**config.mk**
```make
export PLATFORM = sky130hd
export DESIGN_NAME = uart_port_ctrl_flat
export DESIGN_NICKNAME = d
export VERILOG_FILES = /design/src/rtl/uart_port_ctrl_pkg.sv /design/src/rtl/uart_port_ctrl_if.sv /design/src/rtl/uart_port_ctrl_sync2.sv /design/src/rtl/uart_port_ctrl.sv /design/src/flat_wrapper.sv
export SDC_FILE = /design/constraint.sdc
export NUM_CORES = 1
export LEC_CHECK = 0
export CORE_MARGIN = 2
export CORE_UTILIZATION = 30
export DETAILED_ROUTE_END_ITERATION = 16
export DONT_BUFFER_PORTS = 1
export SYNTH_ARGS = -nofsm -noshare
export SYNTH_HDL_FRONTEND = slang
export SYNTH_HIERARCHICAL = 1
export SYNTH_SLANG_ARGS = --single-unit
```
**constraint.sdc**
```tcl
create_clock -name CLK -period 6 [get_ports CLK]
set_clock_uncertainty 0.05 [all_clocks]
set_input_delay 0.9 -clock CLK [delete_from_list [all_inputs] [get_ports CLK]]
set_output_delay 0.9 -clock CLK [all_outputs]
set_load 0.02 [all_outputs]
```
**src/rtl/uart_port_ctrl_pkg.sv**
```systemverilog
// Shared types and default timing constants for the UART port sequencer.
package uart_port_ctrl_pkg;

   typedef enum logic [2:0] {
      S_IDLE      = 3'd0,
      S_W_SETUP   = 3'd1,
      S_W_STROBE  = 3'd2,
      S_W_HOLD    = 3'd3,
      S_W_WAIT_TX = 3'd4,
      S_R_WAIT_RX = 3'd5,
      S_R_STROBE  = 3'd6,
      S_RELEASE   = 3'd7
   } state_t;

   localparam int STROBE_CYCLES_DEF = 2;
   localparam int SETUP_CYCLES_DEF  = 1;
   localparam int TIMEOUT_DEF       = 1023;

   // Phase timer width; strobe/setup lengths are expected to stay well below 256.
   localparam int TMR_W = 8;

endpackage

```
**src/rtl/uart_port_ctrl_if.sv**
```systemverilog
// Request/response handshake between the data-memory controller and the UART port sequencer.
interface uart_port_ctrl_if;
   logic       req_read;
   logic       req_write;
   logic [7:0] wdata;
   logic       accept;
   logic       busy;
   logic       done;
   logic       err;
   logic [7:0] rdata;

   modport master (
      output req_read, req_write, wdata,
      input  accept, busy, done, err, rdata
   );

   modport slave (
      input  req_read, req_write, wdata,
      output accept, busy, done, err, rdata
   );
endinterface

```
**src/rtl/uart_port_ctrl_sync2.sv**
```systemverilog
// Two-flop synchroniser with synchronous clear for the asynchronous UART status lines.
module uart_port_ctrl_sync2 (
   input  logic CLK,
   input  logic RST,
   input  logic d,
   output logic q
);
   logic meta;

   always_ff @(posedge CLK) begin
      if (RST) begin
         meta <= 1'b0;
         q    <= 1'b0;
      end else begin
         meta <= d;
         q    <= meta;
      end
   end
endmodule

```
**src/rtl/uart_port_ctrl.sv**
```systemverilog
// Sequences single-byte reads/writes to the UART chip that shares RAM1 data[7:0].
// state       | meaning
// IDLE        | bus released, waiting for a request
// W_SETUP     | write byte driven, wrn high
// W_STROBE    | wrn low
// W_HOLD      | wrn high, byte still driven
// W_WAIT_TX   | bus released, waiting for tbre then tsre
// R_WAIT_RX   | waiting for data_ready
// R_STROBE    | rdn low, byte captured on last cycle
// RELEASE     | bus turnaround before IDLE
module uart_port_ctrl
   import uart_port_ctrl_pkg::*;
#(
   parameter int STROBE_CYCLES = STROBE_CYCLES_DEF,
   parameter int SETUP_CYCLES  = SETUP_CYCLES_DEF,
   parameter int TIMEOUT       = TIMEOUT_DEF
) (
   input  logic            CLK,
   input  logic            RST,
   uart_port_ctrl_if.slave host,
   output logic            rx_avail,
   output logic            tx_idle,
   input  logic [7:0]      bus_in,
   output logic [7:0]      bus_out,
   output logic            bus_oe,
   output logic            ram_disable,
   input  logic            data_ready,
   input  logic            tbre,
   input  logic            tsre,
   output logic            rdn,
   output logic            wrn
);
   localparam int               CW       = $clog2(TIMEOUT + 1);
   localparam logic [CW-1:0]    WAIT_MAX = CW'(TIMEOUT);
   localparam logic [TMR_W-1:0] STB_LOAD = TMR_W'(STROBE_CYCLES - 1);
   localparam logic [TMR_W-1:0] SET_LOAD = TMR_W'(SETUP_CYCLES - 1);

   logic rx_s, tbre_s, tsre_s;

   uart_port_ctrl_sync2 u_sync_rx   (.CLK(CLK), .RST(RST), .d(data_ready), .q(rx_s));
   uart_port_ctrl_sync2 u_sync_tbre (.CLK(CLK), .RST(RST), .d(tbre),       .q(tbre_s));
   uart_port_ctrl_sync2 u_sync_tsre (.CLK(CLK), .RST(RST), .d(tsre),       .q(tsre_s));

   assign rx_avail = rx_s;
   assign tx_idle  = tbre_s & tsre_s;

   state_t           state_q, state_d;
   logic [TMR_W-1:0] tmr_q, tmr_d;
   logic [CW-1:0]    wcnt_q, wcnt_d;
   logic             tx_seen_q, tx_seen_d;
   logic             fail_q, fail_d;
   logic [7:0]       wdata_q, wdata_d;
   logic [7:0]       rdata_q, rdata_d;
   logic             accept_d, done_d, err_d, busy_d;
   logic             rdn_d, wrn_d, oe_d;
   logic [7:0]       bus_out_d;

   always_comb begin
      state_d   = state_q;
      tmr_d     = tmr_q;
      wcnt_d    = wcnt_q;
      tx_seen_d = tx_seen_q;
      fail_d    = fail_q;
      wdata_d   = wdata_q;
      rdata_d   = rdata_q;
      accept_d  = 1'b0;
      done_d    = 1'b0;

      case (state_q)
         S_IDLE: begin
            fail_d    = 1'b0;
            tx_seen_d = 1'b0;
            wcnt_d    = '0;
            if (host.req_write) begin
               state_d  = S_W_SETUP;
               tmr_d    = SET_LOAD;
               wdata_d  = host.wdata;
               accept_d = 1'b1;
            end else if (host.req_read) begin
               state_d  = S_R_WAIT_RX;
               accept_d = 1'b1;
            end
         end
         S_W_SETUP: begin
            if (tmr_q == '0) begin
               state_d = S_W_STROBE;
               tmr_d   = STB_LOAD;
            end else tmr_d = tmr_q - TMR_W'(1);
         end
         S_W_STROBE: begin
            if (tmr_q == '0) state_d = S_W_HOLD;
            else tmr_d = tmr_q - TMR_W'(1);
         end
         S_W_HOLD: begin
            state_d   = S_W_WAIT_TX;
            wcnt_d    = '0;
            tx_seen_d = 1'b0;
         end
         S_W_WAIT_TX: begin
            // tbre is remembered once seen so tsre completing later still releases
            if ((tx_seen_q || tbre_s) && tsre_s) begin
               state_d = S_RELEASE;
               tmr_d   = SET_LOAD;
            end else if (wcnt_q == WAIT_MAX) begin
               state_d = S_RELEASE;
               tmr_d   = SET_LOAD;
               fail_d  = 1'b1;
            end else begin
               wcnt_d    = wcnt_q + CW'(1);
               tx_seen_d = tx_seen_q | tbre_s;
            end
         end
         S_R_WAIT_RX: begin
            if (rx_s) begin
               state_d = S_R_STROBE;
               tmr_d   = STB_LOAD;
            end else if (wcnt_q == WAIT_MAX) begin
               state_d = S_RELEASE;
               tmr_d   = SET_LOAD;
               fail_d  = 1'b1;
            end else wcnt_d = wcnt_q + CW'(1);
         end
         S_R_STROBE: begin
            if (tmr_q == '0) begin
               rdata_d = bus_in;
               state_d = S_RELEASE;
               tmr_d   = SET_LOAD;
            end else tmr_d = tmr_q - TMR_W'(1);
         end
         S_RELEASE: begin
            if (tmr_q == '0) begin
               state_d = S_IDLE;
               done_d  = 1'b1;
            end else tmr_d = tmr_q - TMR_W'(1);
         end
         default: state_d = S_IDLE;
      endcase

      // Pin values are decoded from the next state and registered, keeping strobes glitch-free
      busy_d    = (state_d != S_IDLE);
      wrn_d     = (state_d != S_W_STROBE);
      rdn_d     = (state_d != S_R_STROBE);
      oe_d      = (state_d == S_W_SETUP) || (state_d == S_W_STROBE) || (state_d == S_W_HOLD);
      bus_out_d = oe_d ? wdata_d : 8'h00;
      err_d     = done_d & fail_q;
   end

   always_ff @(posedge CLK) begin
      if (RST) begin
         state_q      <= S_IDLE;
         tmr_q        <= '0;
         wcnt_q       <= '0;
         tx_seen_q    <= 1'b0;
         fail_q       <= 1'b0;
         wdata_q      <= '0;
         rdata_q      <= '0;
         host.accept  <= 1'b0;
         host.done    <= 1'b0;
         host.err     <= 1'b0;
         host.busy    <= 1'b0;
         rdn          <= 1'b1;
         wrn          <= 1'b1;
         bus_oe       <= 1'b0;
         bus_out      <= '0;
         ram_disable  <= 1'b0;
      end else begin
         state_q      <= state_d;
         tmr_q        <= tmr_d;
         wcnt_q       <= wcnt_d;
         tx_seen_q    <= tx_seen_d;
         fail_q       <= fail_d;
         wdata_q      <= wdata_d;
         rdata_q      <= rdata_d;
         host.accept  <= accept_d;
         host.done    <= done_d;
         host.err     <= err_d;
         host.busy    <= busy_d;
         rdn          <= rdn_d;
         wrn          <= wrn_d;
         bus_oe       <= oe_d;
         bus_out      <= bus_out_d;
         ram_disable  <= busy_d;
      end
   end

   assign host.rdata = rdata_q;

endmodule

```
**src/flat_wrapper.sv**
```systemverilog
// flat-port wrapper written by rule: the top's interface ports become plain ports
module uart_port_ctrl_flat import uart_port_ctrl_pkg::*;
#(
   parameter int STROBE_CYCLES = STROBE_CYCLES_DEF,
   parameter int SETUP_CYCLES  = SETUP_CYCLES_DEF,
   parameter int TIMEOUT       = TIMEOUT_DEF
)
  (CLK, RST, rx_avail, tx_idle, bus_in, bus_out, bus_oe, ram_disable, data_ready, tbre, tsre, rdn, wrn, host_req_read, host_req_write, host_wdata, host_accept, host_busy, host_done, host_err, host_rdata);
  uart_port_ctrl_if host_i ();
  input  logic CLK;
  input  logic RST;
  output logic rx_avail;
  output logic tx_idle;
  input  logic [7:0] bus_in;
  output logic [7:0] bus_out;
  output logic bus_oe;
  output logic ram_disable;
  input  logic data_ready;
  input  logic tbre;
  input  logic tsre;
  output logic rdn;
  output logic wrn;
  input wire logic [$bits(host_i.req_read)-1:0] host_req_read;
  input wire logic [$bits(host_i.req_write)-1:0] host_req_write;
  input wire logic [$bits(host_i.wdata)-1:0] host_wdata;
  output wire logic [$bits(host_i.accept)-1:0] host_accept;
  output wire logic [$bits(host_i.busy)-1:0] host_busy;
  output wire logic [$bits(host_i.done)-1:0] host_done;
  output wire logic [$bits(host_i.err)-1:0] host_err;
  output wire logic [$bits(host_i.rdata)-1:0] host_rdata;
  assign host_i.req_read = host_req_read;
  assign host_i.req_write = host_req_write;
  assign host_i.wdata = host_wdata;
  assign host_accept = host_i.accept;
  assign host_busy = host_i.busy;
  assign host_done = host_i.done;
  assign host_err = host_i.err;
  assign host_rdata = host_i.rdata;
  uart_port_ctrl #(.STROBE_CYCLES(STROBE_CYCLES), .SETUP_CYCLES(SETUP_CYCLES), .TIMEOUT(TIMEOUT)) u_core (.CLK(CLK), .RST(RST), .host(host_i), .rx_avail(rx_avail), .tx_idle(tx_idle), .bus_in(bus_in), .bus_out(bus_out), .bus_oe(bus_oe), .ram_disable(ram_disable), .data_ready(data_ready), .tbre(tbre), .tsre(tsre), .rdn(rdn), .wrn(wrn));
endmodule
```
==> reports/metrics.yaml <==
status: "finished clean"
r2r_setup_slack_ns: 3.13
postCtsSetupBuffers: 0
synthCells: 307
min_period_ns: 2.87
ff_latch_area_mm2: 0.00120
synthMuxAreaShare_pct: 3.38
p_clk_share_pct: 24.6
syn_area_per_cell_um2: 8.69
grtUsageTotal_pct: 12.9
synth_top_family_by_area: "simple AND/OR/NAND/NOR gates"
worstHoldPathType: "reg2reg"
start_util_pct: 30.7
grt_max_degree: 43
synth_adder_area_share_pct: 0.939
rsz0062_at_grt: "no"
cts_root_buffer: "clkbuf_8"
syn_to_final_growth_pct: 9.20
drc_errors: 0
rr_worst_depth: 7
antenna_found_initial: 0
drt_iter0_markers: 144
wl_um: 5820
hold_viol: 0
switching_share_pct: 42.8
gp_congestion: 0.837
synthSimpleGateAreaFrac_pct: 26.0
yosys-top-cells-area: "dfxtp_1 45%, nor2_1 5.1%, nand2_1 4.4%, a21oi_1 3.6%, mux2i_1 3.4%"
cp_max_fo: 13
p_leak_nw: 0.989
finalMaxSlewViolations: 0
criticalPathCategory: "reg2reg"
ys_warn_count: 6
place_ws_ns: 3.15
die_y_um: 98.3
die_x_um: 98.3
async_flop_share_pct: 0
synth-xor-area-share_pct: 2.96
cts-hold-fix-buffers: 0
rows: 34
cts_tree: "built"
grt_pass1_wl_um: 10000
cp-start-kind: "register"
yosysTopAreaCell: "dfxtp_1"
clk_pin_slew_ns: 0.07
crit_arrival_ns: 3.05
powerDensity_mw_per_mm2: 509
cp.required_ns: 6.18
synth_top_area_share_pct: 45.0
vias: 2150
synth_common_cells: "60 x dfxtp_1, 36 x nor2_1, 31 x nand2_1"
whs_endpoint: "u_core/u_sync_tsre/q"
worst_slew_pin_slew_ns: 0.773
hold_path_depth: 1
synth_edf_count: 0
finalCritPeriodShare_pct: 47.9
synth_seq_cells: 60
portBuffers: 0
antenna_left: 0
dp.cells: 395
power_mw: 1.48
pwr-share-comb_pct: 37.0
io_pins: 49
via_per_inst: 5.23
ys_types: 55
reg2reg_to: "u_core/wrn"
multi_input_area_mm2: 0.00136
power.switching_mw: 0.635
netlist_area_mm2: 0.00267
final_cells: 411
cts_buffers: 9
drive_gt1_share_pct: 8.25
seq_area_frac_synth_pct: 45.0
clk_latency_ns: 0.35
final_core_util_pct: 33.5
p_seq_share_pct: 38.4
antenna_cells: 0
synth_compound_area_share_pct: 17.7
syn-num-nets: 332
reg2reg_from: "u_core/tmr_q[0]"
fin_nets: 323
setup_viol: 0
wire_per_inst_um: 14.2
fill_cells: 923
htree_levels: 3
cts_resized: 0
gr-total-overflow: 0
cts_sinks: 60
die_area_mm2: 0.00966
crit_path_end_kind: "register"
first_pass_iters: 4
clk_path_buf_depth: 2
synth_flop_cell: "dfxtp_1"
setup_tns_ns: 0
synth.most_common_cell: "dfxtp_1"
max_freq_mhz: 348
relSlewSlack_pct: 48.4
hold_start: "u_core/u_sync_tsre/meta"
power.internal_mw: 0.848
grt_pass1_vias: 2080
max-cap-violations: 0
worst_slack_ns: 3.13
worst_ir_drop_vdd_mv: 0.176
coreArea_mm2: 0.00868
place_hpwl_um: 4040
==> registers in the layout (all words and copies together), names as in the netlist, 3 cells and up <==
register	flops
u_core/wdata_q	8
u_core/host.rdata	8
u_core/state_q	3
u_core/bus_out	8
u_core/tmr_q	8
u_core/wcnt_q	10
==> area by class of cell <==
type,instances,area share (%)
clock buffer,9,4.25
clock inverter,7,2.58
inverter,5,0.645
multi-input combinational,222,46.6
tap,108,4.64
sequential,60,41.3
==> layer usage <==
| metal | share of wire, % | track usage [%] | vias to the layer above |
|---|---|---|---|
| met2 | 45 | 18.9 | 57 |
| met3 | 6.7 | 5.30 | 10 |
| met5 | 0 | 0 | - |
| met1 | 47 | 16.9 | 996 |
| met4 | 1.6 | 5.06 | 0 |
| li1 | - | - | 1087 |
==> per-stage QoR <==
| step | hold slack [ns] | area, µm² |
|---|---|---|
| 2_1_floorplan | 0.364 | 2670 |
| 3_3_place_gp | 0.371 | 2710 |
| 3_5_place_dp | 0.371 | 2710 |
| 4_1_cts | 0.387 | 2910 |
| 5_1_grt | 0.406 | 2910 |
| 6_report | 0.387 | 2910 |
==> worst max path at each step <==
| stage | startpoint | end | slack (ns) | cells past startpoint |
|---|---|---|---|---|
| after CTS | u_core/tmr_q[0] | u_core/wrn | 3.14 | 7 |
| after floorplan | u_core/tmr_q[0] | u_core/wrn | 3.80 | 8 |
| final | u_core/tmr_q[0] | u_core/wrn | 3.13 | 7 |
| after detailed placement | u_core/tmr_q[0] | u_core/wrn | 3.15 | 7 |
| after global routing | u_core/tmr_q[0] | u_core/wrn | 2.93 | 7 |
| after global placement | u_core/tmr_q[0] | u_core/wrn | 3.19 | 7 |
==> critical path: stages (launching register included) <==
cell and delay [ns]:
dfxtp_1 0.35, inv_1 0.09, ha_1 0.21, or4b_1 0.65
nor2_8 0.24, o21ai_2 0.08, a211oi_2 0.68, or3b_1 0.40
==> cell usage in the layout (no fill, tap or decap), types with 6 or more instances in the layout <==
cell type | Yosys | routed
nor2_1 | 36 | 36
clkbuf_8 | 0 | 9
nand2_1 | 31 | 31
a31oi_1 | 7 | 7
o21ai_0 | 10 | 10
nor3_1 | 11 | 11
dfxtp_1 | 60 | 60
nor4_1 | 6 | 6
a21oi_1 | 19 | 19
mux2i_1 | 9 | 9
nor2b_1 | 9 | 9
a211oi_1 | 11 | 11
nand3_1 | 8 | 8
==> cells by family after synthesis <==
family                     count (synthesis)
buffers and inverters                     25
AOI/OAI and AO/OA                         69
and+or+nand+nor                          133
adders and majority gates                  2
xor gates and xnor gates                   9
DFF                                       60
muxes                                      9
==> power groups by stage <==
stage | Combinational [mW] | Sequential (mW) | Clock [mW]
after floorplan | 0.514 | 0.524 | 0
after global placement | 0.535 | 0.577 | 0
after detailed placement | 0.541 | 0.577 | 0
after CTS | 0.544 | 0.568 | 0.375
after global routing | 0.620 | 0.579 | 0.393
final | 0.548 | 0.569 | 0.365
Power figures use the tool's default switching activity.
